[config.mk]
export PLATFORM = sky130hd
export DESIGN_NAME = imm_pack
export DESIGN_NICKNAME = d
export VERILOG_FILES = /design/src/rtl/imm_pack.sv
export SDC_FILE = /design/constraint.sdc
export NUM_CORES = 1
export LEC_CHECK = 0
export BUFFER_PORTS_ARGS = -buffer_cell sky130_fd_sc_hd__buf_4
export CAP_MARGIN = 15
export CELL_PAD_IN_SITES_DETAIL_PLACEMENT = 0
export CELL_PAD_IN_SITES_GLOBAL_PLACEMENT = 2
export CORE_MARGIN = 5
export CORE_UTILIZATION = 31
export DETAILED_ROUTE_END_ITERATION = 7
export MAX_ROUTING_LAYER = met4
export PLACE_DENSITY = 0.92
export SYNTH_ARGS = -nofsm -noshare
export SYNTH_HDL_FRONTEND = slang
export SYNTH_SLANG_ARGS = --single-unit
[constraint.sdc]
create_clock -name clk -period 5.23 [get_ports clk]
set_input_delay 0.2615 -clock clk [delete_from_list [all_inputs] [get_ports clk]]
set_output_delay 0.2615 -clock clk [all_outputs]
set_load 0.01 [all_outputs]
[src/rtl/imm_pack.sv]
// imm_pack: searches the four immediate-extension modes for a 16-bit immediate
// that re-extends to a given 32-bit value. Optional result counters under IMM_PACK_STATS_EN.
module imm_pack #(
  parameter logic [3:0] MODE_MASK = 4'b1111,
  parameter int         CNT_W     = 16
) (
  input  logic             clk,
  input  logic             reset,
  input  logic             in_valid,
  output logic             in_ready,
  input  logic [31:0]      value,
  output logic             out_valid,
  input  logic             out_ready,
  output logic [15:0]      imm,
  output logic [1:0]       eop,
  output logic             fit,
  output logic [CNT_W-1:0] pack_cnt,
  output logic [CNT_W-1:0] miss_cnt
);

  typedef enum logic [1:0] {IDLE, TRY, DONE} state_t;

  state_t       state_reg, state_next;
  logic [31:0]  value_reg, value_next;
  logic [1:0]   mode_reg, mode_next;
  logic [15:0]  imm_reg, imm_next;
  logic [1:0]   eop_reg, eop_next;
  logic         fit_reg, fit_next;
  logic [3:0]   raw_match, match;
  logic [3:0][15:0] cand;

  always_comb begin
    raw_match[0] = (value_reg[31:16] == {16{value_reg[15]}});
    raw_match[1] = (value_reg[31:16] == 16'h0000);
    raw_match[2] = (value_reg[15:0] == 16'h0000);
    raw_match[3] = (value_reg[1:0] == 2'b00) && (value_reg[31:18] == {14{value_reg[17]}});
    cand[0]      = value_reg[15:0];
    cand[1]      = value_reg[15:0];
    cand[2]      = value_reg[31:16];
    cand[3]      = value_reg[17:2];
  end

  // A masked-off mode still takes its cycle in TRY; it just can never hit.
  for (genvar gi = 0; gi < 4; gi++) begin : g_mask
    assign match[gi] = raw_match[gi] & MODE_MASK[gi];
  end

  always_ff @(posedge clk) begin
    if (reset) begin
      state_reg <= IDLE;
      value_reg <= '0;
      mode_reg  <= '0;
      imm_reg   <= '0;
      eop_reg   <= '0;
      fit_reg   <= 1'b0;
    end else begin
      state_reg <= state_next;
      value_reg <= value_next;
      mode_reg  <= mode_next;
      imm_reg   <= imm_next;
      eop_reg   <= eop_next;
      fit_reg   <= fit_next;
    end
  end

  always_comb begin
    state_next = state_reg;
    value_next = value_reg;
    mode_next  = mode_reg;
    imm_next   = imm_reg;
    eop_next   = eop_reg;
    fit_next   = fit_reg;
    case (state_reg)
      IDLE: begin
        if (in_valid) begin
          value_next = value;
          mode_next  = 2'd0;
          state_next = TRY;
        end
      end
      TRY: begin
        if (match[mode_reg]) begin
          imm_next   = cand[mode_reg];
          eop_next   = mode_reg;
          fit_next   = 1'b1;
          state_next = DONE;
        end else if (mode_reg == 2'd3) begin
          imm_next   = 16'h0000;
          eop_next   = 2'd0;
          fit_next   = 1'b0;
          state_next = DONE;
        end else begin
          mode_next = mode_reg + 2'd1;
        end
      end
      DONE: begin
        if (out_ready) state_next = IDLE;
      end
      default: state_next = IDLE;
    endcase
  end

  // Outputs read as zero for the whole time reset is held, not just after its first edge.
  assign in_ready  = (state_reg == IDLE) && !reset;
  assign out_valid = (state_reg == DONE) && !reset;
  assign imm       = reset ? 16'h0000 : imm_reg;
  assign eop       = reset ? 2'd0 : eop_reg;
  assign fit       = fit_reg && !reset;

`ifdef IMM_PACK_STATS_EN
  logic             out_hs;
  logic [CNT_W-1:0] pack_cnt_reg, miss_cnt_reg;

  assign out_hs = (state_reg == DONE) && out_ready;

  always_ff @(posedge clk) begin
    if (reset) begin
      pack_cnt_reg <= '0;
      miss_cnt_reg <= '0;
    end else if (out_hs) begin
      if (fit_reg && !(&pack_cnt_reg))  pack_cnt_reg <= pack_cnt_reg + 1'b1;
      if (!fit_reg && !(&miss_cnt_reg)) miss_cnt_reg <= miss_cnt_reg + 1'b1;
    end
  end

  assign pack_cnt = reset ? '0 : pack_cnt_reg;
  assign miss_cnt = reset ? '0 : miss_cnt_reg;
`else
  assign pack_cnt = '0;
  assign miss_cnt = '0;
`endif

endmodule

==> impl_results.md <==
* Status: complete, no violations
* Crit-path slowest cell: dfxtp_1
* Hold buffer count at cts at 0
* Maxcap violations at 0
* Detailed Place HPWL at 5.41 mm
* Worst-margin pin slew at 1.14 ns
* Critical Path Fanout Max at 37
* DR WL/cell at 13.2 um
* # clock sinks at 55
* Dpl ws at 2.37 ns
* Die footprint at 11800 sq um
* Overflow after GRT at 0
* Mapped Cells at 370
* DRC at 0
* Clk root buf: clkbuf_8
* Total number of vias at 2486
* Layout area overhead at 14.9%
* TritonRoute pass-1 iters at 4
* Chip height at 109 um
* Clk slew on worst S/H paths at 0.10 ns
* RePlAce Congestion at 0.782
* Cell variety after synth at 43
* Max Clock Skew at 0.00718 ns
* Most common library cell in the layout ignoring fill and taps: nand2_1
* Synth async-reset ratio at 0%
* Post-Syn Area at 3010 sq um
* Worst min-delay path category: in -> reg
* Hold Fails Final Rpt at 0
* All-Layer GR Usage at 12.4%
* Final ANT Viol Nets at 0
* Die span in x at 109 um
* Initial antenna violation count at 0
* Initial Util at 31.2%
* CP max stage delay at 1.09 ns
* Post-CTS Resized at 0
* DR iter-0 viols at 126
* Path depth of the worst reg2reg path at 6
* Peak Freq at 0.365 GHz
* Via density at 4.57
* Ratio of cells with drive above 1 in the final layout at 17.5%
* Endpoints failing setup at 0
* Fill count at 1056
* Commonest cells after routing, fill and taps aside: nand2_1 (86), buf_4 (58), dfxtp_1 (55), a21oi_1 (34), mux2i_1 (33)
* Mean Syn Cell Area at 8.13 sq um
* Crit start category: flop
* RSZ-0062 raised after global routing: no
* Yosys synthesis warning count at 0
* Final wirelength at 7.20 mm
* Setup TNS at 0 ns
* Power Dens Cells at 247 nW/um^2
* CTS tree: done
* Nets at 447
* Max Slew Vio Count at 0
* Global-route wire length before repair at 11.3 mm
* Setup Fix Bufs, Post-CTS at 0
* Worst EP required at 5.46 ns
* Port Buf Inserts at 56
* Setup WS post-layout at 2.49 ns
* P_leak at 0.00131 uW
* Tcrit/Tclk final at 52.4%
* Bufs and invs on worst path at 1
* I/O pins at 89
* EDFF count, synth at 0
* Largest net degree at the start of global routing at 77
* Crit path depth at 6
* Worst Hold Path Cells at 3
* Vias in the first global route at 2345
* Sequential element share of the synthesized area at 36.6%
* Crit-path cells: nor3b_1 > nand2_1 > or4_4 > o211ai_2 > buf_8 > mux2i_1
* Critical path type: reg -> reg
* Crit path max-delay family: flip-flops
* FP Rows at 36
* Total CTS buffers at 5
* WP data arrival at 2.97 ns
* Core area at 9640 sq um
* Number of flip-flops in the largest register at 32
* Rel. slew slack at 23.6%
* Critical path endpoint category: flop
* Clk_lat worst skew at 0.30 ns
* H-tree depth at 2
* Area of the multi-input gates at 1650 sq um
* Clock buffer depth at 2
* Synth Flop Type: dfxtp_1
* Peak supply drop at 0.101 mV
* Seq. cell area at 1100 sq um
* Number of diodes at 0
* Yosys reg bits at 55
* Fin crit period at 2.74 ns
* Layout Utilization at 35.9%
-- stage by stage --
| stage | instances | power [uW] | hold WS (ns) | cell area, sq um |
|---|---|---|---|---|
| floorplan | 401 | 605 | 0.397 | 3120 |
| global placement | 535 | 636 | 0.450 | 3360 |
| detailed placement | 535 | 638 | 0.451 | 3360 |
| CTS | 543 | 863 | 0.193 | 3440 |
| global route | 544 | 904 | 0.180 | 3460 |
| finish | 544 | 852 | 0.203 | 3460 |
-- final timing paths --
path                       startpoint                         to  slack (ns)
max          mode_reg[1]$_SDFFE_PP0P_    imm_reg[3]$_SDFFE_PP0P_        2.49
min reg2reg      fit_reg$_SDFFE_PP0P_       fit_reg$_SDFFE_PP0P_        0.47
min                          value[4]  value_reg[4]$_SDFFE_PP0P_        0.20
max reg2reg  mode_reg[1]$_SDFFE_PP0P_    imm_reg[3]$_SDFFE_PP0P_        2.49
-- cells by family after synthesis --
group / count (synthesis) / synth area share (%)
buf+inv: 58 / 12.5
simple gates: 159 / 25.6
flops: 55 / 36.6
fa+ha+maj: 1 / 0.416
compound gates: 63 / 13.8
other cells: 1 / 0.125
mux: 33 / 11.0
-- synth_stat cells (all sizes together), types with 2 or more instances --
cell type / count / share of area, %
nor2b: 21 / 4.4
nor3: 7 / 1.2
nand4: 3 / 0.62
nor3b: 4 / 1.0
o21ai: 2 / 0.33
buf: 41 / 10
clkbuf: 16 / 2.0
nand2: 87 / 11
nor2: 19 / 2.4
mux2i: 33 / 11
a211o: 16 / 4.7
a21oi: 34 / 5.7
nand2b: 3 / 0.62
dfxtp: 55 / 37
nor4: 8 / 2.6
-- worst register-to-register path, cell delays in order, from the launching register on --
cell,delay (ns)
dfxtp_1,1.09
nor3b_1,0.39
nand2_1,0.14
or4_4,0.43
o211ai_2,0.16
buf_8,0.24
mux2i_1,0.22
-- power by group --
group          internal (uW)  switching, uW  leakage (uW)  total [uW]
logic                   68.8           91.9      0.000816         161
registers                440           26.6      0.000449         467
clock network           94.4            130     0.0000422         225
-- routing by layer --
layer / part of all wire [%] / routed length (um) / global-route usage (%)
met1: 50 / 3590 / 17.5
met2: 44 / 3180 / 18.1
met3: 4.9 / 353 / 2.27
met4: 0.96 / 69 / 3.61
met5: 0 / 0 / -
-- layout make-up --
| type | count | share of cell area [%] |
|---|---|---|
| Multi-Input combinational cell | 288 | 47.8 |
| Clock buffer | 7 | 2.21 |
| Clock inverter | 1 | 0.145 |
| Inverter | 1 | 0.109 |
| Tap cell | 133 | 4.82 |
| Sequential cell | 55 | 31.9 |
| Timing Repair Buffer | 59 | 13.0 |
(Power assumes the default switching activity.)
